### src/rtl/instr_loader.sv
// Byte-stream instruction loader: packs little-endian bytes into words and
// emits one write pulse per word into instruction memory until last or full.
module instr_loader #(
  parameter int WORD_LEN = 32,
  parameter int MEM_SIZE = 64
) (
  input  logic                      i_CLK,
  input  logic                      i_START,
  input  logic                      i_LOAD_EN,
  input  logic                      i_BYTE_VALID,
  input  logic [7:0]                i_BYTE,
  input  logic                      i_LAST,
  output logic                      o_BYTE_READY,
  output logic                      o_WE,
  output logic [WORD_LEN-1:0]       o_WADDR,
  output logic [WORD_LEN-1:0]       o_WDATA,
  output logic [$clog2(MEM_SIZE):0] o_WORD_CNT,
  output logic                      o_DONE
);

  localparam int BYTES = WORD_LEN / 8;
  localparam int BCW   = (BYTES > 1) ? $clog2(BYTES) : 1;
  localparam int CW    = $clog2(MEM_SIZE) + 1;

  typedef enum logic [1:0] {IDLE, COLLECT, WRITE, DONE} state_t;

  state_t              state_reg, state_next;
  logic [BCW-1:0]      byte_cnt_reg;
  logic [WORD_LEN-1:0] asm_reg;
  logic [WORD_LEN-1:0] asm_merged;
  logic                last_reg;
  logic [WORD_LEN-1:0] waddr_reg;
  logic [WORD_LEN-1:0] wdata_reg;
  logic [CW-1:0]       word_cnt_reg;
  logic                accept;
  logic                final_byte;
  logic                at_last_slot;

  assign accept       = i_BYTE_VALID && (state_reg == COLLECT);
  assign final_byte   = (byte_cnt_reg == BCW'(BYTES - 1));
  assign at_last_slot = (waddr_reg == WORD_LEN'((MEM_SIZE - 1) * 4));

  // Current word with the incoming byte dropped into its lane.
  genvar gi;
  generate
    for (gi = 0; gi < BYTES; gi++) begin : g_lane
      assign asm_merged[8*gi +: 8] = (byte_cnt_reg == BCW'(gi)) ? i_BYTE : asm_reg[8*gi +: 8];
    end
  endgenerate

  always_ff @(posedge i_CLK or negedge i_START) begin
    if (!i_START) state_reg <= IDLE;
    else          state_reg <= state_next;
  end

  always_comb begin
    state_next   = state_reg;
    o_BYTE_READY = 1'b0;
    o_WE         = 1'b0;
    o_DONE       = 1'b0;
    case (state_reg)
      IDLE: begin
        if (i_LOAD_EN) state_next = COLLECT;
      end
      COLLECT: begin
        o_BYTE_READY = 1'b1;
        if (accept && (final_byte || i_LAST)) state_next = WRITE;
      end
      WRITE: begin
        o_WE       = 1'b1;
        state_next = (last_reg || at_last_slot) ? DONE : COLLECT;
      end
      DONE: begin
        o_DONE = 1'b1;
      end
      default: state_next = IDLE;
    endcase
  end

  // Address/data are captured on the completing byte so they are valid
  // throughout WRITE and simply hold afterwards.
  always_ff @(posedge i_CLK or negedge i_START) begin
    if (!i_START) begin
      byte_cnt_reg <= '0;
      asm_reg      <= '0;
      last_reg     <= 1'b0;
      waddr_reg    <= '0;
      wdata_reg    <= '0;
      word_cnt_reg <= '0;
    end else begin
      if (accept) begin
        asm_reg      <= asm_merged;
        byte_cnt_reg <= byte_cnt_reg + 1'b1;
        if (final_byte || i_LAST) begin
          wdata_reg <= asm_merged;
          waddr_reg <= WORD_LEN'(word_cnt_reg) << 2;
          last_reg  <= i_LAST;
        end
      end
      if (state_reg == WRITE) begin
        word_cnt_reg <= word_cnt_reg + 1'b1;
        byte_cnt_reg <= '0;
        asm_reg      <= '0;
        last_reg     <= 1'b0;
      end
    end
  end

  assign o_WADDR    = waddr_reg;
  assign o_WDATA    = wdata_reg;
  assign o_WORD_CNT = word_cnt_reg;

endmodule

### config.mk
export PLATFORM = sky130hd
export DESIGN_NAME = instr_loader
export DESIGN_NICKNAME = d
export VERILOG_FILES = /design/src/rtl/instr_loader.sv
export SDC_FILE = /design/constraint.sdc
export NUM_CORES = 1
export LEC_CHECK = 0
export ABC_AREA = 1
export CORE_UTILIZATION = 35
export CTS_BUF_LIST = sky130_fd_sc_hd__clkbuf_8 sky130_fd_sc_hd__clkbuf_16
export CTS_CLUSTER_DIAMETER = 30
export CTS_CLUSTER_SIZE = 10
export DETAILED_ROUTE_END_ITERATION = 8
export PLACE_DENSITY = 0.63
export SKIP_CTS_REPAIR_TIMING = 1
export SKIP_LAST_GASP = 1
export SYNTH_ARGS = -nofsm -noshare
export SYNTH_HDL_FRONTEND = slang
export SYNTH_SLANG_ARGS = --single-unit
### constraint.sdc
create_clock -name i_CLK -period 2.1 [get_ports i_CLK]
set_input_delay 0.525 -clock i_CLK [delete_from_list [all_inputs] [get_ports i_CLK]]
set_output_delay 0.525 -clock i_CLK [all_outputs]
set_load 0.01 [all_outputs]
======== Word-level counts from Yosys, hierarchy flattened ========
Index checks and enable logic that the tools add are counted.
word-level totals
  register bits ........................... 83
  bits of input ports ..................... 13
  output and inout bits ................... 74
  logic and storage cells ................. 48
operators by class
  add/subtract/negate cells ............... 2
  eq/ne operators ......................... 9
  multiplexer cells ....................... 18
  reduce and logical (&&, ||, !) cells .... 12
operator list
  cell                                                              count
  32-bit two-way mux                                                2
  8-bit two-way mux                                                 4
  2-bit two-way mux                                                 5
  2-bit == test (second input constant)                             4
  7-bit by 1-bit adder with 7-bit output (second input constant)    1
  7-bit by 6-bit == test with 1-bit output (second input constant)  1
  1-bit two-way mux                                                 6
  2-bit case mux with 3 select lines                                1
  2-bit by 1-bit == test with 1-bit output (second input constant)  2
  2-bit zero test                                                   2
  2-bit AND reduction                                               2
  2-bit nonzero test                                                2
  3-bit AND reduction                                               1
  3-bit nonzero test                                                1
  2-bit by 1-bit adder with 2-bit output (second input constant)    1
  1-bit logical AND                                                 2
  1-bit logical OR                                                  2
  2-bit by 1-bit != test with 1-bit output (second input constant)  1
  2-bit != test (second input constant)                             1

======== Logic depth before layout (Yosys ltp) ========
Gate-level depths: netlist (run 1).
  depth after elaboration ................. 5
  gate-level depth with buffers ........... 10
  gate-level depth less buffers ........... 10

======== Worst setup path before layout (run 1) ========
Ideal clock, no wire load.
  path type ............................... reg2reg
  start ................................... register state_reg[0]
  end ..................................... register byte_cnt_reg[0]
  library setup time ...................... 0.074 ns
  arrival time ............................ 1.440 ns
  required time ........................... 2.026 ns
  slack ................................... 0.586 ns
  stages on the path, launching flop included .. 8
  buffers on the path ..................... 3
  clock period less this slack ............ 1.514 ns
  cell sequence ........................... dfrtp_1 -> inv_1 -> ha_1 -> buf_2 -> or2_1 -> buf_6 -> buf_8 -> o21ai_2
between the ends
  longest elaborated chain between the ends .. 3
  elaborated cells between the ends (all ways) .. 5
  those cells by class .................... 2 x eq/ne; 1 x mux; 2 x reduce/logical
ends and longest elaborated chain
  item                                      line  RTL
  start: declaration                        27    state_t state_reg, state_next;
  start signal: assignment                  53    else state_reg <= state_next;
  2-bit by 1-bit == test with 1-bit output  39    assign accept = i_BYTE_VALID && (state_reg == COLLECT);
  1-bit logical AND                         39
  2-bit nonzero test (no line)              n/a
  end signal: assignment                    93    byte_cnt_reg <= byte_cnt_reg + 1'b1;
  end: declaration                          28    logic [BCW-1:0] byte_cnt_reg;
Several ways; a longest one is shown, not always the timed one.
A chain may end at the register's enable or synchronous reset.

======== Worst setup path in the final report (run 1) ========
  start ................................... register state_reg[1]
  end ..................................... output port o_BYTE_READY
between the ends
  longest elaborated chain between the ends .. 2
ends and longest elaborated chain
  item                                      line  RTL
  2-bit by 1-bit == test with 1-bit output  61    case (state_reg)
  1-bit two-way mux                         61
  end: declaration                          13    output logic o_BYTE_READY,
No other way between the ends.

==> metrics, run 1 <==
first-pass GRT wire length=approximately 14 mm; worst skew pair latency=about 340 ps; startpoint types=flip-flop; Synth cell types=22; max-cap viol count=0; Initial DRC Count=between 100 and 150; TritonCTS buffer count=9; num ports=87; Core ar.=11400 sq um; RR Startpoint=byte_cnt_reg[0]; crit-path max cell delay=540 ps; dpl hpwl=5.91 mm; Critical path buffers and inverters=2; Max clock buf depth=2; Post-Syn Area=around 4100 sq um; clock-pin slew of the registers on the worst-case setup and hold paths=~60 ps; via/cell ratio=approximately 4.5; Tcrit/Tclk final=101%; Max-slew headroom=around two thirds; Adder-Cell Fraction of Synth Area=2.76%; GRT overflow=0; root buf cell=clkbuf_16; H-tree Lvls=3; worst min-delay path category=in -> async; WL final=~8.6 mm; DRC viols=0; CP Class=reg -> out; Least-Margin Pin Slew=approximately 520 ps; CP max stage cell=clkdlybuf4s50_1; Synth Area in Simple Gates=13.5%; Area Growth Syn to Fin=22.7%; Critical Path, Cell by Cell=inv_1 > ha_4 > clkdlybuf4s50_1; initial antenna violation count=0; complex-gate fraction of the synthesized area=between 10% and 20%; CTS Sinks=83; CTS tree=done; Final Net Count=roughly 540; Ys Warns=0; Final Cell Area=about 5000 sq um; Final Hold Fails=0; # diodes=0; global router's overall resource usage=between 10% and 20%; wire per inst=about 13 um; pwr dens=1430 nW/um^2; 1st-pass router iterations=4; arrival time at the worst endpoint=1590 ps; Total Power=0.00717 W; #FFs+latches synth=83; max-slew violation count=0; Die Area=~12000 sq um; register area share after synthesis=between 50% and 60%; pin count of the biggest net entering global routing=40; post-route minimum period=2110 ps; failing checks=negative setup slack; f_max=~0.47 GHz; Setup violations, final=1; antenna-violating nets left=0; IO buf count=around 60; Worst Setup SP=state_reg[1]; share of cells above drive strength 1=11.6%; Placer Congestion=roughly 0.73; Final WS setup=-12.2 ps; vias in the first global route=around 2900; Post-Synth XOR/XNOR Area=under 10%; syn avg cell area=8.96 sq um; CP required=1570 ps; row cnt=39; mux contribution to synthesized area=0%; Leak Pwr=around 2.3 nW; family with the most delay on the worst path=buffers and inverters; outcome=complete, but fails checks; Die Wd=between 100 and 150 um; RSZ-0062 raised after global routing=true; placed cell areas=4720 sq um; Post-Synthesis Cells=455; crit end category=output pin; main combinational cell family by area after synthesis=compound AO/OA/AOI/OAI gates; die height=around 110 um; crit path max fanout=5; skew final=8.63 ps; VDD IR max=between 600 and 700 uV; Starting Density=a little over a third; vias=2973
[cells in the mapped netlist (all sizes together)]
cell    number  share of area (%)
conb         1              0.092
buf         43                8.0
nor2         6               0.74
ha           9                2.8
xor2         6                1.3
dfrtp       83                 51
o21ai       73                9.8
nand3        2               0.25
o22ai       21                6.4
a21oi        2               0.25
inv         73                6.7
nand2      133                 12
or2          1               0.15
clkbuf       2               0.18
[where the power goes]
part / leakage (nW) / internal, W / switching [W] / total, W
clock network: 0.129 / 0.000796 / 0.000645 / 0.00144
registers: 1.11 / 0.00226 / 0.000347 / 0.00260
logic: 1.10 / 0.00142 / 0.00171 / 0.00313
[per-layer routing]
metal	wire length, um	global-route usage (%)	up-vias
met5	0	0	-
met4	136	5.05	0
met3	373	4.39	11
met2	4080	25.1	70
met1	3970	21.0	1421
li1	-	-	1471
[path summary, 6_finish.rpt]
kind,to,slack [ps],cells after the start
hold reg to reg,o_WDATA[15],480,2
hold / removal,o_WADDR[4],100,1
setup reg to reg,o_WDATA[25],360,7
min in group i_CLK,o_WDATA[15],480,2
setup / recovery,o_BYTE_READY,-10,3
max in group asynchronous,state_reg[0],1390,2
[metrics by stage]
step	cells	hold WS [ps]	utilization [%]	setup TNS, ps	setup WS [ps]
2_1_floorplan	479	229	-	0	586
3_3_place_gp	646	468	41.5	0	290
4_1_cts	662	106	43.9	-120	-111
5_1_grt	662	120	44.0	-75.0	-75.0
6_report	662	103	44.0	-12.2	-12.2
3_5_place_dp	646	467	41.5	0	234
[area by class of cell]
type,count,area (sq um)
multi-input combinational,278,1490
fill,1145,6370
timing repair buffer,69,708
clock buffer,9,225
clock inverter,7,45.0
inverter,73,274
tap,143,179
sequential,83,2080
[placed cells by master, fill, tap and decap left out]
master	netlist	final
clkdlybuf4s50_1	0	59
ha_4	0	1
nor2_4	1	1
buf_4	26	6
ha_1	9	8
dfrtp_2	0	1
dlymetal6s2s_1	0	1
nor2_1	5	5
o21ai_2	9	9
nand2_1	131	131
a21oi_1	2	2
buf_12	0	3
inv_6	0	1
xor2_1	6	6
inv_2	1	1
o21ai_1	6	6
clkinvlp_4	0	3
clkinv_2	0	2
clkbuf_16	0	9
nand2_2	2	2
o22ai_2	21	21
dfrtp_1	83	82
conb_1	1	25
nand3_1	2	2
o21ai_0	58	58
inv_1	72	73
or2_1	1	1
[logic make-up (layout without fill, tap and decap cells)]
kind of cell | Yosys count | in the layout
compound gates | 96 | 96
xor+xnor | 6 | 6
fa+ha+maj | 9 | 9
buf+inv | 118 | 158
flops | 83 | 83
other cells | 1 | 25
simple gates | 142 | 142
(Power assumes the default switching activity.)
==> inputs of run 2 (changes only) <==
--- a/config.mk
+++ b/config.mk
@@ -11,7 +11,9 @@
 export CTS_CLUSTER_DIAMETER = 30
 export CTS_CLUSTER_SIZE = 10
 export DETAILED_ROUTE_END_ITERATION = 8
+export GPL_TIMING_DRIVEN = 1
 export PLACE_DENSITY = 0.63
+export RECOVER_POWER = 100
 export SKIP_CTS_REPAIR_TIMING = 1
 export SKIP_LAST_GASP = 1
 export SYNTH_ARGS = -nofsm -noshare
==> metrics, run 2 (synthesis results as in run 1) <==
Starting Density=between 30 and 40%; Max clock buf depth=2; crit-path max cell delay=around 540 ps; Critical path buffers and inverters=2; max-slew violation count=28; pin count of the biggest net entering global routing=40; worst min-delay path category=reg -> reg; Initial DRC Count=between 100 and 150; Final WS setup=-14.0 ps; CP max stage cell=clkdlybuf4s50_1; VDD IR max=between 500 and 600 uV; Area Growth Syn to Fin=18.1%; commonest non-fill, non-tap cell in the layout=nand2_1; family with the most delay on the worst path=buffers and inverters; pwr dens=1400 nW/um^2; crit end category=output pin; Die Area=12100 sq um; worst skew pair latency=about 340 ps; CP Class=reg -> out; post-route minimum period=approximately 2100 ps; vias in the first global route=~2900; Die Wd=roughly 110 um; worst reg-to-reg setup slack=around 160 ps; crit path max fanout=5; antenna-violating nets left=0; pre-CTS setup slack=between 200 and 250 ps; clock-pin slew of the registers on the worst-case setup and hold paths=roughly 60 ps; Tcrit/Tclk final=101%; Least-Margin Pin Slew=about 1600 ps; DRC viols=0; first-pass GRT wire length=14.3 mm; outcome=complete, but fails checks; # diodes=0; initial antenna violation count=0; Final Net Count=around 540; via/cell ratio=4.49; CTS tree=done; Leak Pwr=approximately 2.4 nW; most frequent cells in the layout=nand2_1 (132), dfrtp_1 (82), inv_1 (73); Max-slew headroom=-3.43%; H-tree Lvls=3; num ports=87; vias=2973; Final Hold Fails=0; WL final=8.59 mm; 1st-pass router iterations=4; dpl hpwl=5.91 mm; share of cells above drive strength 1=about 6.0%; CTS Sinks=83; Stages on worst setup path=3; Placer Congestion=approximately 0.73; f_max=between 0.4 and 0.5 GHz; hold path cells=2; skew final=9.28 ps; GRT overflow=0; root buf cell=clkbuf_16; global router's overall resource usage=between 10% and 20%; Core ar.=11400 sq um; row cnt=39; startpoint types=flip-flop; die height=roughly 110 um; RSZ-0062 raised after global routing=true; arrival time at the worst endpoint=around 1600 ps; Setup violations, final=1; CP required=about 1600 ps; max-cap viol count=1; Critical Path, Cell by Cell=inv_1 > ha_4 > clkdlybuf4s50_1; failing checks=max-capacitance violations, max-slew violations, negative setup slack; setup TNS=-14.0 ps; wire per inst=roughly 13 um; IO buf count=between 60 and 70; path depth of the worst reg2reg path=6; TritonCTS buffer count=9
==> run 2: metal layers <==
layer  share of wire, %  global-route usage, %  vias up
met4                1.5                   5.05        0
met2                 47                   25.1       73
met5                  0                      0        -
met3                4.2                   4.39       11
met1                 47                   21.0     1416
li1                   -                      -     1473
==> run 2: per-stage QoR <==
step / cell area [sq um] / utilization [%] / hold slack (ps) / std cells / total power [W]
floorplan: 4170 / - / 229 / 479 / 0.00457
global placement: 4720 / 41.5 / 468 / 646 / 0.00566
detailed placement: 4720 / 41.5 / 467 / 646 / 0.00576
CTS: 4990 / 43.9 / 106 / 662 / 0.00724
global route: 4820 / 42.4 / 508 / 662 / 0.00730
finish: 4820 / 42.4 / 479 / 662 / 0.00673
==> run 2: area by class of cell <==
cell class / instances / area (sq um)
Timing Repair Buffer: 69 / 668
Inverter: 73 / 274
Clock inverter: 7 / 45.0
Tap cell: 143 / 179
Clock buffer: 9 / 225
Sequential cell: 83 / 2080
Fill cell: 1194 / 6550
Multi-Input combinational cell: 278 / 1350
==> run 2: where the power goes <==
group          internal (W)  total (W)  switching (W)
sequential          0.00226    0.00259       0.000332
clock              0.000796    0.00144       0.000644
combinational       0.00113    0.00271        0.00158
==> run 2: tightest hold or removal path, cell delays in order, from the launching register on <==
cell     delay (ps)
dfrtp_1         330
nand2_1          50
o21ai_0          60
==> run 2: worst paths after layout <==
| path | from | end |
|---|---|---|
| worst max-delay path | state_reg[1] | o_BYTE_READY |
| worst min-delay path | o_WDATA[16] | o_WDATA[16] |
| worst max register to register | state_reg[0] | byte_cnt_reg[1] |
| worst min register to register | o_WDATA[16] | o_WDATA[16] |
| max in group asynchronous | i_START | state_reg[0] |
| min in group asynchronous | i_START | o_WADDR[4] |
